--- src/rtl/light_decoder_pkg.sv ---
// Shared colour table, event type and RGB decode for the light decoder slice.
// LIGHT_DECODER_RAW_EN adds the raw 24-bit value to each event.
package light_pkg;

  localparam int unsigned RGB_W    = 24;
  localparam int unsigned COLOUR_W = 3;

  localparam logic [RGB_W-1:0] BLACK   = 24'h000000;
  localparam logic [RGB_W-1:0] BLUE    = 24'h0000FF;
  localparam logic [RGB_W-1:0] GREEN   = 24'h00FF00;
  localparam logic [RGB_W-1:0] CYAN    = 24'h00FFFF;
  localparam logic [RGB_W-1:0] RED     = 24'hFF0000;
  localparam logic [RGB_W-1:0] MAGENTA = 24'hFF00FF;
  localparam logic [RGB_W-1:0] YELLOW  = 24'hFFFF00;
  localparam logic [RGB_W-1:0] WHITE   = 24'hFFFFFF;

  typedef enum logic [COLOUR_W-1:0] {
    C_BLACK, C_BLUE, C_GREEN, C_CYAN, C_RED, C_MAGENTA, C_YELLOW, C_WHITE
  } colour_e;

  typedef struct packed {
`ifdef LIGHT_DECODER_RAW_EN
    logic [RGB_W-1:0]    raw;
`endif
    logic                known;
    logic [COLOUR_W-1:0] colour;
  } evt_t;

  // Exact-match lookup; anything off-table decodes as {known=0, colour=0}.
  function automatic logic [COLOUR_W:0] decode_rgb(input logic [RGB_W-1:0] rgb);
    case (rgb)
      BLACK:   return {1'b1, C_BLACK};
      BLUE:    return {1'b1, C_BLUE};
      GREEN:   return {1'b1, C_GREEN};
      CYAN:    return {1'b1, C_CYAN};
      RED:     return {1'b1, C_RED};
      MAGENTA: return {1'b1, C_MAGENTA};
      YELLOW:  return {1'b1, C_YELLOW};
      WHITE:   return {1'b1, C_WHITE};
      default: return '0;
    endcase
  endfunction

endpackage

--- src/rtl/light_decoder_if.sv ---
// Event handshake bundle between the light decoder and its consumer.
// LIGHT_DECODER_RAW_EN adds evt_raw.
interface light_decoder_if;

  logic                               evt_valid;
  logic                               evt_ready;
  logic [light_pkg::COLOUR_W-1:0]     evt_colour;
  logic                               evt_known;
`ifdef LIGHT_DECODER_RAW_EN
  logic [light_pkg::RGB_W-1:0]        evt_raw;

  modport master (output evt_valid, evt_colour, evt_known, evt_raw, input evt_ready);
  modport slave  (input evt_valid, evt_colour, evt_known, evt_raw, output evt_ready);
`else
  modport master (output evt_valid, evt_colour, evt_known, input evt_ready);
  modport slave  (input evt_valid, evt_colour, evt_known, output evt_ready);
`endif

endinterface

--- src/rtl/light_decoder_event_fifo.sv ---
// First-word fall-through event FIFO; head is readable the cycle after a push.
// A push while full is accepted only when a pop happens on the same edge.
module event_fifo #(
  parameter int unsigned WIDTH = 4,
  parameter int unsigned DEPTH = 4
) (
  input  logic                     clk,
  input  logic                     rst,
  input  logic                     push,
  input  logic [WIDTH-1:0]         push_data,
  input  logic                     pop,
  output logic [WIDTH-1:0]         pop_data,
  output logic                     full,
  output logic                     empty,
  output logic [$clog2(DEPTH):0]   count
);

  localparam int unsigned AW = $clog2(DEPTH);

  logic [DEPTH-1:0][WIDTH-1:0] mem_q, mem_d;
  logic [AW-1:0]               wr_q, wr_d, rd_q, rd_d;
  logic [AW:0]                 cnt_q, cnt_d;
  logic                        push_ok, pop_ok;

  assign full     = (cnt_q == (AW+1)'(DEPTH));
  assign empty    = (cnt_q == '0);
  assign count    = cnt_q;
  assign pop_data = mem_q[rd_q];

  always_comb begin
    mem_d   = mem_q;
    wr_d    = wr_q;
    rd_d    = rd_q;
    cnt_d   = cnt_q;
    pop_ok  = pop && !empty;
    push_ok = push && (!full || pop_ok);
    if (push_ok) begin
      mem_d[wr_q] = push_data;
      wr_d        = wr_q + AW'(1);
    end
    if (pop_ok) begin
      rd_d = rd_q + AW'(1);
    end
    case ({push_ok, pop_ok})
      2'b10:   cnt_d = cnt_q + (AW+1)'(1);
      2'b01:   cnt_d = cnt_q - (AW+1)'(1);
      default: cnt_d = cnt_q;
    endcase
  end

  always_ff @(posedge clk or negedge rst) begin
    if (!rst) begin
      mem_q <= '0;
      wr_q  <= '0;
      rd_q  <= '0;
      cnt_q <= '0;
    end else begin
      mem_q <= mem_d;
      wr_q  <= wr_d;
      rd_q  <= rd_d;
      cnt_q <= cnt_d;
    end
  end

endmodule

--- src/rtl/light_decoder.sv ---
// Recovers colour codes from the RGB light bus, debounced by a stability window,
// and queues one event per committed change. LIGHT_DECODER_RAW_EN adds evt_raw.
module light_decoder
  import light_pkg::*;
#(
  parameter int unsigned STABLE_CYCLES = 4,
  parameter int unsigned FIFO_DEPTH    = 4,
  parameter int unsigned CNT_W         = 16
) (
  input  logic                 clk,
  input  logic                 rst,
  input  logic [RGB_W-1:0]     light,
  light_decoder_if.master      evt,
  output logic [CNT_W-1:0]     change_count,
  output logic                 overflow
);

  localparam int unsigned EVT_W = $bits(evt_t);
  localparam int unsigned AW    = $clog2(FIFO_DEPTH);

  logic [RGB_W-1:0]    light_q, light_d, committed_q, committed_d;
  logic [7:0]          stab_q, stab_d;
  logic                has_commit_q, has_commit_d;
  logic                overflow_q, overflow_d;
  logic [CNT_W-1:0]    count_q, count_d;
  logic                commit, pop, fifo_full, fifo_empty;
  logic [AW:0]         fifo_count;
  logic [COLOUR_W:0]   dec;
  evt_t                push_evt, head_evt;

  assign pop = !fifo_empty && evt.evt_ready;

  always_comb begin
    light_d      = light;
    stab_d       = stab_q;
    committed_d  = committed_q;
    has_commit_d = has_commit_q;
    count_d      = count_q;
    overflow_d   = overflow_q;
    // Commit on the edge that would bring the window count up to STABLE_CYCLES.
    commit = (light == light_q) && (stab_q == 8'(STABLE_CYCLES - 1)) &&
             (!has_commit_q || (light_q != committed_q));
    if (light != light_q) begin
      stab_d = 8'd1;
    end else if (stab_q != 8'(STABLE_CYCLES)) begin
      stab_d = stab_q + 8'd1;
    end
    if (commit) begin
      committed_d  = light_q;
      has_commit_d = 1'b1;
      count_d      = count_q + CNT_W'(1);
      if (fifo_full && !pop) begin
        overflow_d = 1'b1;
      end
    end
  end

  always_comb begin
    dec             = decode_rgb(light_q);
    push_evt        = '0;
    push_evt.known  = dec[COLOUR_W];
    push_evt.colour = dec[COLOUR_W-1:0];
`ifdef LIGHT_DECODER_RAW_EN
    push_evt.raw    = light_q;
`endif
  end

  always_ff @(posedge clk or negedge rst) begin
    if (!rst) begin
      light_q      <= '0;
      stab_q       <= '0;
      committed_q  <= '0;
      has_commit_q <= 1'b0;
      count_q      <= '0;
      overflow_q   <= 1'b0;
    end else begin
      light_q      <= light_d;
      stab_q       <= stab_d;
      committed_q  <= committed_d;
      has_commit_q <= has_commit_d;
      count_q      <= count_d;
      overflow_q   <= overflow_d;
    end
  end

  event_fifo #(
    .WIDTH (EVT_W),
    .DEPTH (FIFO_DEPTH)
  ) u_fifo (
    .clk       (clk),
    .rst       (rst),
    .push      (commit),
    .push_data (push_evt),
    .pop       (pop),
    .pop_data  (head_evt),
    .full      (fifo_full),
    .empty     (fifo_empty),
    .count     (fifo_count)
  );

  assign evt.evt_valid  = (fifo_count != '0);
  assign evt.evt_colour = fifo_empty ? '0 : head_evt.colour;
  assign evt.evt_known  = !fifo_empty && head_evt.known;
`ifdef LIGHT_DECODER_RAW_EN
  assign evt.evt_raw    = fifo_empty ? '0 : head_evt.raw;
`endif
  assign change_count   = count_q;
  assign overflow       = overflow_q;

endmodule

--- src/flat_wrapper.sv ---
// flat-port wrapper written by rule: the top's interface ports become plain ports
module light_decoder_flat import light_pkg::*;
#(
  parameter int unsigned STABLE_CYCLES = 4,
  parameter int unsigned FIFO_DEPTH    = 4,
  parameter int unsigned CNT_W         = 16
)
  (clk, rst, light, change_count, overflow, evt_evt_valid, evt_evt_colour, evt_evt_known, evt_evt_ready);
  light_decoder_if evt_i ();
  input  logic clk;
  input  logic rst;
  input  logic [RGB_W-1:0] light;
  output logic [CNT_W-1:0] change_count;
  output logic overflow;
  output wire logic [$bits(evt_i.evt_valid)-1:0] evt_evt_valid;
  output wire logic [$bits(evt_i.evt_colour)-1:0] evt_evt_colour;
  output wire logic [$bits(evt_i.evt_known)-1:0] evt_evt_known;
  input wire logic [$bits(evt_i.evt_ready)-1:0] evt_evt_ready;
  assign evt_evt_valid = evt_i.evt_valid;
  assign evt_evt_colour = evt_i.evt_colour;
  assign evt_evt_known = evt_i.evt_known;
  assign evt_i.evt_ready = evt_evt_ready;
  light_decoder #(.STABLE_CYCLES(STABLE_CYCLES), .FIFO_DEPTH(FIFO_DEPTH), .CNT_W(CNT_W)) u_core (.clk(clk), .rst(rst), .light(light), .evt(evt_i), .change_count(change_count), .overflow(overflow));
endmodule
--- config.mk ---
export PLATFORM = sky130hd
export DESIGN_NAME = light_decoder_flat
export DESIGN_NICKNAME = d
export VERILOG_FILES = /design/src/rtl/light_decoder_pkg.sv /design/src/rtl/light_decoder_if.sv /design/src/rtl/light_decoder_event_fifo.sv /design/src/rtl/light_decoder.sv /design/src/flat_wrapper.sv
export SDC_FILE = /design/constraint.sdc
export NUM_CORES = 1
export LEC_CHECK = 0
export CORE_ASPECT_RATIO = 1.25
export CORE_MARGIN = 1.5
export CORE_UTILIZATION = 45
export CTS_CLUSTER_DIAMETER = 200
export DETAILED_ROUTE_END_ITERATION = 10
export PLACE_DENSITY = 0.69
export SLEW_MARGIN = 25
export SYNTH_ARGS = -nofsm -noshare
export SYNTH_HDL_FRONTEND = slang
export SYNTH_SLANG_ARGS = --single-unit
--- constraint.sdc ---
create_clock -name clk -period 2.6 [get_ports clk]
set_clock_uncertainty 0.1 [all_clocks]
set_input_delay 0.78 -clock clk [delete_from_list [all_inputs] [get_ports clk]]
set_output_delay 0.78 -clock clk [all_outputs]
set_load 0.03 [all_outputs]
# After elaboration in Yosys (flattened, before gate mapping)
# Index checks and enable logic that the tools add are counted.
[word_totals]
ff_bits = 97
input_bits = 27
output_inout_bits = 22
word_cells = 67
[classes]
addsub = 6
order_cmp = 3
eq_ne = 15
n_mux = 10
reduce_logical = 20
[ops]
columns = ["operator", "n"]
rows = [
  ["24-bit == test, second input constant", 4],
  ["24-bit by 16-bit == test with 1-bit output, second input constant", 2],
  ["24-bit != test", 2],
  ["4-bit one-hot mux with 8 select lines", 1],
  ["24-bit == test", 1],
  ["24-bit by 8-bit == test with 1-bit output, second input constant", 1],
  ["24-bit logical NOT", 1],
  ["16-bit by 1-bit adder with 16-bit output, second input constant", 1],
  ["16-bit bitwise mux", 1],
  ["8-bit two-way mux", 2],
  ["8-bit by 1-bit adder with 8-bit output, second input constant", 1],
  ["4-bit binary-select mux with 2-bit select", 1],
  ["4-bit demux with 2-bit select", 1],
  ["8-bit by 2-bit == test with 1-bit output, second input constant", 1],
  ["1-bit logical AND", 8],
  ["4-bit two-way mux", 2],
  ["8-bit by 3-bit != test with 1-bit output, second input constant", 1],
  ["2-bit by 3-bit < comparator with 1-bit output, second input constant", 2],
  ["3-bit one-hot mux with 2 select lines", 1],
  ["2-bit by 1-bit adder with 2-bit output, second input constant", 2],
  ["1-bit logical NOT", 4],
  ["2-bit nonzero test", 2],
  ["3-bit by 1-bit adder with 3-bit output, second input constant", 1],
  ["3-bit == test, second input constant", 1],
  ["other kinds (9)", 10],
]

# Logic depth before layout (Yosys ltp)
# Gate-level depths: netlist of run 1.
[depth]
word_depth = 8
mapped_depth = 10
mapped_depth_nobuf = 10

# Cells and area by module
# A second synthesis of run 1 with hierarchy kept.
[unflattened]
cells_unflattened = 403
hier_area_um2 = 4889.7
[modules_own_cells]
columns = ["mod", "n_inst", "cells_each", "area_each_um2", "seq_area_each_um2"]
rows = [
  ["light_decoder", 1, 311, 3697.3, 1851.8],
  ["event_fifo", 1, 92, 1192.4, 575.6],
]

# Worst setup path before layout of run 1
# OpenSTA, ideal clock, no wires.
[synth_timing]
path_type = "input-to-reg"
start = "input port light[22]"
end = "register u_core.u_fifo.cnt_q[1], in the netlist u_core.u_fifo.count[1]"
setup_time_ps = 83
t_arrival_ps = 2631
required_time_ps = 2417
setup_slack_ps = -214
cell_stages = 8
path_buffers = 0
path_cell_list = "xor2_1 -> nor4_1 -> nand4_1 -> a2111o_1 -> ha_1 -> inv_1 -> fa_1 -> o21ai_0"
[synth_between]
elab_chain_cells = 6
word_cells_on_any_way = 8
cone_classes = "3 x eq/ne; 1 x mux; 4 x reduce/logical"
[synth_lines]
columns = ["element", "line", "rtl"]
rows = [
  ["start: declaration", "flat_wrapper.sv:12", "input logic [RGB_W-1:0] light;"],
  ["24-bit == test (*)", "light_decoder.sv:41", "commit = (light == light_q) && (stab_q == 8'(STABLE_CYCLES - 1)) &&"],
  ["1-bit logical AND (*) (2 in a row)", "light_decoder.sv:41", ""],
  ["1-bit logical AND (*)", "light_decoder_event_fifo.sv:36", "push_ok = push && (!full || pop_ok);"],
  ["2-bit by 1-bit == test with 1-bit output or 2-bit == test (tied branches)", "light_decoder_event_fifo.sv:44", "case ({push_ok, pop_ok})"],
  ["3-bit one-hot mux with 2 select lines or 2-bit nonzero test (tied branches)", "n/a", ""],
  ["end signal: assignment", "light_decoder_event_fifo.sv:61", "cnt_q <= cnt_d;"],
  ["end: declaration", "light_decoder_event_fifo.sv:22", "logic [AW:0] cnt_q, cnt_d;"],
]
# Mark *: on every way between the ends. The rest lies on a longest branch, timed or not.
# A chain may end at the register's enable or synchronous reset.

# Worst setup path after layout of run 1
[layout_timing]
start = "register u_core.stab_q[1]"
end = "register u_core.committed_q[14]"
[layout_between]
elab_chain_cells = 3
[layout_lines]
columns = ["element", "line", "rtl"]
rows = [
  ["start: declaration", "light_decoder.sv:22", "logic [7:0] stab_q, stab_d;"],
  ["start signal: assignment", "light_decoder.sv:78", "stab_q <= stab_d;"],
  ["8-bit by 2-bit == test with 1-bit output", "light_decoder.sv:41", ""],
  ["1-bit logical AND (2 in a row)", "light_decoder.sv:41", ""],
  ["end signal: assignment", "light_decoder.sv:79", "committed_q <= committed_d;"],
  ["end: declaration", "light_decoder.sv:21", "logic [RGB_W-1:0] light_q, light_d, committed_q, committed_d;"],
]
# Every way passes these cells.

==> results of run 1 <==
[kinds of logic (layout without fill, tap and decap cells)]
| kind of cell | count (synthesis) | after routing |
|---|---|---|
| DFF | 97 | 97 |
| xor gates and xnor gates | 74 | 74 |
| AOI/OAI and AO/OA | 28 | 28 |
| buffers and inverters | 30 | 145 |
| and+or+nand+nor | 119 | 119 |
| muxes | 47 | 47 |
| adders and majority gates | 9 | 9 |
[metal layers]
metal / part of all wire (%) / up-vias
met4: 4.6 / 0
met1: 41 / 1851
met5: 0 / -
li1: - / 1675
met2: 52 / 114
met3: 3.3 / 31
[cell usage in the layout (no fill, tap or decap), types with 14 or more instances in the layout]
| cell type | count |
|---|---|
| nand3_1 | 14 |
| xor2_1 | 29 |
| nand4_1 | 26 |
| buf_4 | 55 |
| dfrtp_1 | 95 |
| nor2_1 | 16 |
| clkdlybuf4s50_1 | 17 |
| xor2_2 | 14 |
| inv_1 | 15 |
| mux2_2 | 26 |
| xnor2_1 | 30 |
[layout make-up]
type	count	share of cell area, %
Inverter	16	0.910
Timing Repair Buffer	113	15.1
Clock buffer	13	3.79
Sequential cell	97	36.8
Clock inverter	3	0.606
Tap cell	132	2.50
Multi-Input combinational cell	277	40.3
[per-stage QoR]
| stage | setup TNS [ps] | hold slack (ps) | instance area [sq um] | worst slack [ps] |
|---|---|---|---|---|
| final | -2140 | 259 | 6600 | -128 |
| after global routing | -5230 | 284 | 6600 | -197 |
| after CTS | -1720 | 270 | 6420 | -128 |
| after detailed placement | -43370 | 360 | 5900 | -763 |
| after global placement | -42870 | 341 | 5900 | -708 |
| after floorplan | -4300 | 347 | 4940 | -200 |
[critical path: cells and delay by family, from the launching register on]
kind | cells | cell delay (ps)
AOI/OAI and AO/OA | 1 | 310
adders and majority gates | 1 | 190
buffers and inverters | 4 | 580
DFF | 1 | 370
muxes | 1 | 330
and+or+nand+nor | 2 | 720
[cells in the mapped netlist (5+ instances only)]
master | count | area, sq um
and3_1 | 7 | 43.8
xnor2_1 | 31 | 272
a2111oi_4 | 5 | 138
nand2_1 | 12 | 45.0
inv_1 | 16 | 60.1
nand3_1 | 14 | 70.1
ha_1 | 8 | 100
xor2_1 | 43 | 377
nand4_1 | 26 | 163
dfrtp_1 | 97 | 2430
buf_2 | 7 | 35.0
mux2i_1 | 9 | 90.1
mux2_2 | 33 | 372
nor2_1 | 16 | 60.1
nor4_1 | 19 | 119
a2111oi_1 | 9 | 90.1
and2_1 | 5 | 31.3
[how the worst min path moves through the flow]
| stage | to | cells after the start | start |
|---|---|---|---|
| after floorplan | u_core.u_fifo.count[2] | 1 | u_core.u_fifo.count[2] |
| after global placement | u_core.overflow | 1 | u_core.overflow |
| after detailed placement | u_core.change_count[15] | 1 | u_core.change_count[15] |
| after CTS | u_core.change_count[10] | 1 | rst |
| after global routing | u_core.change_count[10] | 1 | rst |
| final | u_core.change_count[10] | 1 | rst |
[registers in the layout, summed over array words and instances, names as in the netlist]
| name | cells |
|---|---|
| u_core.overflow | 1 |
| u_core.u_fifo.mem_q | 16 |
| u_core.has_commit_q | 1 |
| u_core.light_q | 24 |
| u_core.committed_q | 24 |
| u_core.u_fifo.rd_q | 2 |
| u_core.u_fifo.wr_q | 2 |
| u_core.u_fifo.count | 3 |
| u_core.stab_q | 8 |
| u_core.change_count | 16 |
[where the power goes]
part	leakage [nW]	internal (W)	switching, W
clock network	0.144	0.000770	0.000544
logic	1.51	0.000285	0.000288
registers	1.23	0.00157	0.0000943
total	2.88	0.00263	0.000926
[what timing repair did]
action / in CTS / in global routing
gates resized for setup: 97 / 54
pin swaps: 20 / 16
gates cloned: 3 / 0
setup buffers: 10 / 6
endpoints found under the setup margin: 74 / 58
==> metrics.yaml, run 1 <==
clock_tree:
  clk_latency_ps: 340
  clk_pin_slew_ps: 70
  htreeDepth: 3
  numCtsBuffers: 9
  cts_tree: "yes"
  ctsHoldBuffers: 0
  ctsLongestPathBuffers: 2
  cts-root-buf: "clkbuf_16"
  cts_sinks: 97
grt:
  grt_max_degree: 37
  grt_pass1_vias: 3807
  gr-usage-met1_pct: 27.7
  track_usage_pct: 22.3
  grt_use_met2_pct: 36.9
  grt_pass1_wl_mm: 19.4
  grt_use_met3_pct: 3.49
  antenna_found_initial: 0
  grt_remaining_overflow: 0
  top_usage_layer: "met2"
worst_setup_path:
  crit_chain: "ha_2 > or4b_4 > buf_4 > or2_4 > a2111oi_4 > buf_4 > buf_6 > buf_12 > mux2_2"
  worst_setup_path_start_kind: "flip-flop"
  r2r_end: "u_core.committed_q[14]"
  startpoint: "u_core.stab_q[1]"
  reg2reg_from: "u_core.stab_q[1]"
  r2r_setup_slack_ps: -130
  critical_path.max_stage_delay_ps: 470
  path_max_fanout: 7
  end_kind: "flip-flop"
  cp-endpoint: "u_core.committed_q[14]"
  path_common_cell: "buf_4"
  crit_required_ps: 2720
  r2r_cells: 9
  crit_type: "flip-flop to flip-flop"
  crit_arrival_ps: 2850
  cp_slowest_cell: "or4b_4"
yosys:
  synth_ff_type: "dfrtp_1"
  netlist_area_sq_mm: 0.00492
  synth_mux_area_share_pct: 11.4
  synth_compound_area_share_pct: 7.12
  synth_cell_types: 41
  syn_inst: 404
  syn_nets: 440
  synth_seq_cells: 97
  synth-edff-count: 0
  async_reset_ff_share_pct: 100
  synthSimpleGateAreaFrac_pct: 13.8
  synth_xor_xnor_area_share_pct: 13.2
  avgSynthCellArea_sq_um: 12.2
  ys.warnings.count: 0
  synth_top_family_by_area: "simple AND/OR/NAND/NOR gates"
  ys_seq_area_share_pct: 49.3
  synth-adder-area-share_pct: 2.44
timing:
  fin_ws_ps: -128
  setup_viol: 27
  max_slew_margin_pct: 67.9
  hold_viol_final: 0
  tightest_slew_ps: 469
  final_max_slew_viol_count: 0
  fin_crit_sh_pct: 105
  rsz0062_at_grt: "true"
  max_freq_mhz: 367
  period_minus_slack_ps: 2730
die:
  fp.dieH_um: 120
  placementRows: 42
  die_area_sq_mm: 0.0116
  core_area_sq_mm: 0.0106
  ios: 49
  start_util_pct: 46.4
  die_width_um: 96.6
cells_and_area:
  drive_gt1_share_pct: 37.0
  multi_input_comb_area_sq_mm: 0.00266
  regArea_sq_mm: 0.00243
  nNetsFinal: 550
  final_util_pct: 62.2
  fin_cells: 651
  fill_cells: 811
  antenna_cells: 0
  area_growth_pct: 34.1
run:
  max-cap-violations: 0
placement:
  dp_cells: 616
  port_buffers: 48
  gp_congestion: 0.869
  dpl.hpwl_mm: 8.14
routing:
  drt_pre_antenna_iters: 4
  drtAntennaViolNets: 0
  vias_per_cell: 5.64
  via_count: 3671
  wl_mm: 12.0
  drt_iter0_markers: 187
  wire_per_inst_um: 18.5
  drc: 0
power:
  p_leak_nw: 2.88
  peakVddDrop_mv: 0.348
  pwr_density_cell_mw_per_mm2: 538
  total_power_w: 0.00355
min_path:
  hold_path_class: "input pin to async pin"
status:
  status: "finished with violations"
  violations: "setup timing"
Note: power is estimated with default switching activity, not from simulation.
==> inputs of run 2 (changes only) <==
Settings changed: CTS_CLUSTER_DIAMETER 200 to 100.
==> results of run 2 <==
Final layout, timing and power as in run 1 (identical DEF).
==> inputs of run 3 (changes only) <==
Settings changed: GPL_ROUTABILITY_DRIVEN set to 0, PLACE_DENSITY 0.69 to not set, PLACE_DENSITY_LB_ADDON set to 0.15.
==> run 3 against run 2 <==
- the flow still finishes with violations (setup timing)
- setup slack worse by 50 ps
- critical path type is now input pin to flip-flop
- highest routed layer unchanged
- maximum frequency shrank 1.8%
- sequential share of layout area decreased by 2.1 points
- utilization is 3.7 points higher
- cell count grew 3.7%
==> metrics.yaml, run 3 (same netlist as run 1, synthesis figures left out) <==
status:
  status: "finished with violations"
  violations: "setup timing"
power:
  power.internal_w: 0.00284  # +8.1%
  pwr-share-comb_pct: 16.4  # +0.3 points
  swShare_pct: 25.7  # -0.38 points
  p_leak_nw: 3.07  # +6.5%
  clockPowerShare_pct: 40.1  # +3.1 points
  switchingPower_w: 0.000982  # +6.0%
  p_seq_share_pct: 43.6  # -3.3 points
  pwr_density_cell_mw_per_mm2: 547  # +1.5%
  peakVddDrop_mv: 0.401  # +15%
timing:
  max_freq_mhz: 360  # -1.8%
  timing.hold.ws_ps: 344  # +85.0 ps
  fin_ws_ps: -179  # -50.4 ps
  setup_viol: 32  # +19%
  rsz0062_at_grt: "true"
  hold_viol_final: 0  # unchanged
  tightest_slew_ps: 547  # +78.4 ps
  max_slew_margin_pct: 63.5  # -4.4 points
  tns_ps: -3280  # -1150 ps
  fin_crit_sh_pct: 107  # +1.9 points
  final_max_slew_viol_count: 0  # unchanged
  period_minus_slack_ps: 2780  # +50.4 ps
worst_setup_path:
  path_common_cell: "buf_4"
  worst_setup_path_start_kind: "input pin"
  cp_num_buf_inv: 4  # unchanged
  path_max_fanout: 6  # -1
  cp_slowest_cell: "mux2_2"
  crit_arrival_ps: 2910  # +60 ps
  end_kind: "flip-flop"
  crit_required_ps: 2730  # about the same
  critical_path.max_stage_delay_ps: 340  # -130 ps
  crit_type: "input pin to flip-flop"
  cp_top_family: "buffers and inverters"
  crit_chain: "dlygate4sd2_1 > xor2_2 > nor4_2 > buf_4 > nand2_4 > a2111oi_4 > buf_4 > bufbuf_16 > mux2_2"
clock_tree:
  clk_pin_slew_ps: 70  # about the same
  htreeDepth: 3  # unchanged
  clk_latency_ps: 350  # about the same
  cts_tree: "yes"
  ctsLongestPathBuffers: 2  # unchanged
  ctsHoldBuffers: 0  # unchanged
  numCtsBuffers: 9  # unchanged
  cts_sinks: 97  # unchanged
  cts-root-buf: "clkbuf_16"
die:
  fp.dieH_um: 120  # unchanged
  placementRows: 42  # unchanged
  core_area_sq_mm: 0.0106  # unchanged
  start_util_pct: 46.4  # unchanged
  die_width_um: 96.6  # unchanged
  ios: 49  # unchanged
  die_area_sq_mm: 0.0116  # unchanged
grt:
  grt_pass1_wl_mm: 19.7  # +1.6%
  antenna_found_initial: 0  # unchanged
  grt_remaining_overflow: 0  # unchanged
  grt_max_degree: 98  # +160%
  track_usage_pct: 22.8  # +0.43 points
  grt_pass1_vias: 3906  # +2.6%
cells_and_area:
  nNetsFinal: 574  # +4.4%
  fill_cells: 794  # -2.1%
  multi_input_comb_area_sq_mm: 0.00280  # +5.5%
  layout_common_cells: "dfrtp_1, buf_4, xnor2_1, mux2_2, nand4_1"
  drive_gt1_share_pct: 42.5  # +5.5 points
  area_growth_pct: 42.0
  regArea_sq_mm: 0.00243  # unchanged
  antenna_cells: 0  # unchanged
  final_common_cell: "dfrtp_1"
  final_util_pct: 65.9  # +3.7 points
  reg.largest.list: "u_core.committed_q x24, u_core.light_q x24"
routing:
  wl_mm: 12.6  # +4.5%
  drt_iter0_markers: 122  # -35%
  wire_per_inst_um: 18.7  # +0.83%
  drc: 0  # unchanged
  vias_per_cell: 5.52  # -2.2%
  drt_pre_antenna_iters: 4  # unchanged
  drtAntennaViolNets: 0  # unchanged
  via_count: 3723  # +1.4%
placement:
  dpl.hpwl_mm: 8.06  # -1.0%
  port_buffers: 48  # unchanged
min_path:
  hold_path_class: "input pin to async pin"
run:
  max-cap-violations: 0  # unchanged
run 3: layout make-up:
| cell class | instances | area share [%] |
|---|---|---|
| Timing Repair Buffer | 137 | 17.0 |
| Clock inverter | 6 | 1.50 |
| Multi-Input combinational cell | 277 | 40.1 |
| Clock buffer | 10 | 3.42 |
| Tap cell | 132 | 2.36 |
| Inverter | 16 | 0.859 |
| Sequential cell | 97 | 34.7 |
run 3: power by group through the flow:
stage | Clock, W | Combinational (W) | Sequential [W]
2_1_floorplan | 0 | 0.000284 | 0.00165
3_3_place_gp | 0 | 0.000488 | 0.00168
3_5_place_dp | 0 | 0.000499 | 0.00169
4_1_cts | 0.00156 | 0.000550 | 0.00166
5_1_grt | 0.00161 | 0.000676 | 0.00167
6_report | 0.00153 | 0.000626 | 0.00167
run 3: final timing paths:
path	from	to	slack [ps]	depth (start not counted)
setup / recovery	light[13]	u_core.committed_q[8]	-180	9
hold / removal	rst	u_core.change_count[15]	340	2
setup reg to reg	u_core.light_q[3]	u_core.u_fifo.count[2]	-130	11
hold reg to reg	u_core.change_count[15]	u_core.change_count[15]	370	1
max in group asynchronous	rst	u_core.light_q[23]	1590	2
min in group clk	u_core.change_count[15]	u_core.change_count[15]	370	1
run 3: timing repair:
item                                   in CTS  in global routing
gates cloned                                3                  0
setup endpoints to repair                  75                 71
endpoints found under the hold margin       0                  0
buffers inserted                           22                  6
pin swaps                                  22                 29
resized for setup                         103                 74
run 3: metal layers:
layer	track usage, %	part of all wire, %	up-vias
li1	-	-	1718
met1	28.4	41	1859
met2	37.2	52	101
met3	3.36	3.0	45
met4	12.5	4.2	0
met5	0	0	-
run 3: worst register-to-register path, stage by stage, from the launching register on:
cell and delay, ps:
dfrtp_1 490, xor2_2 240, nor4_2 310, buf_4 180, nand4_1 110, a2111o_1 370, ha_2 190, inv_2 50
fa_2 180, xor2_1 160, nor2_1 80, xor2_1 160
run 3: through the flow:
stage | area, sq um | cells | setup slack (ps) | total power (W)
floorplan | 4940 | 404 | -200 | 0.00194
global placement | 6010 | 629 | -695 | 0.00217
detailed placement | 6010 | 629 | -774 | 0.00218
CTS | 6720 | 670 | -99.8 | 0.00377
global route | 6990 | 675 | -232 | 0.00396
finish | 6990 | 675 | -179 | 0.00382
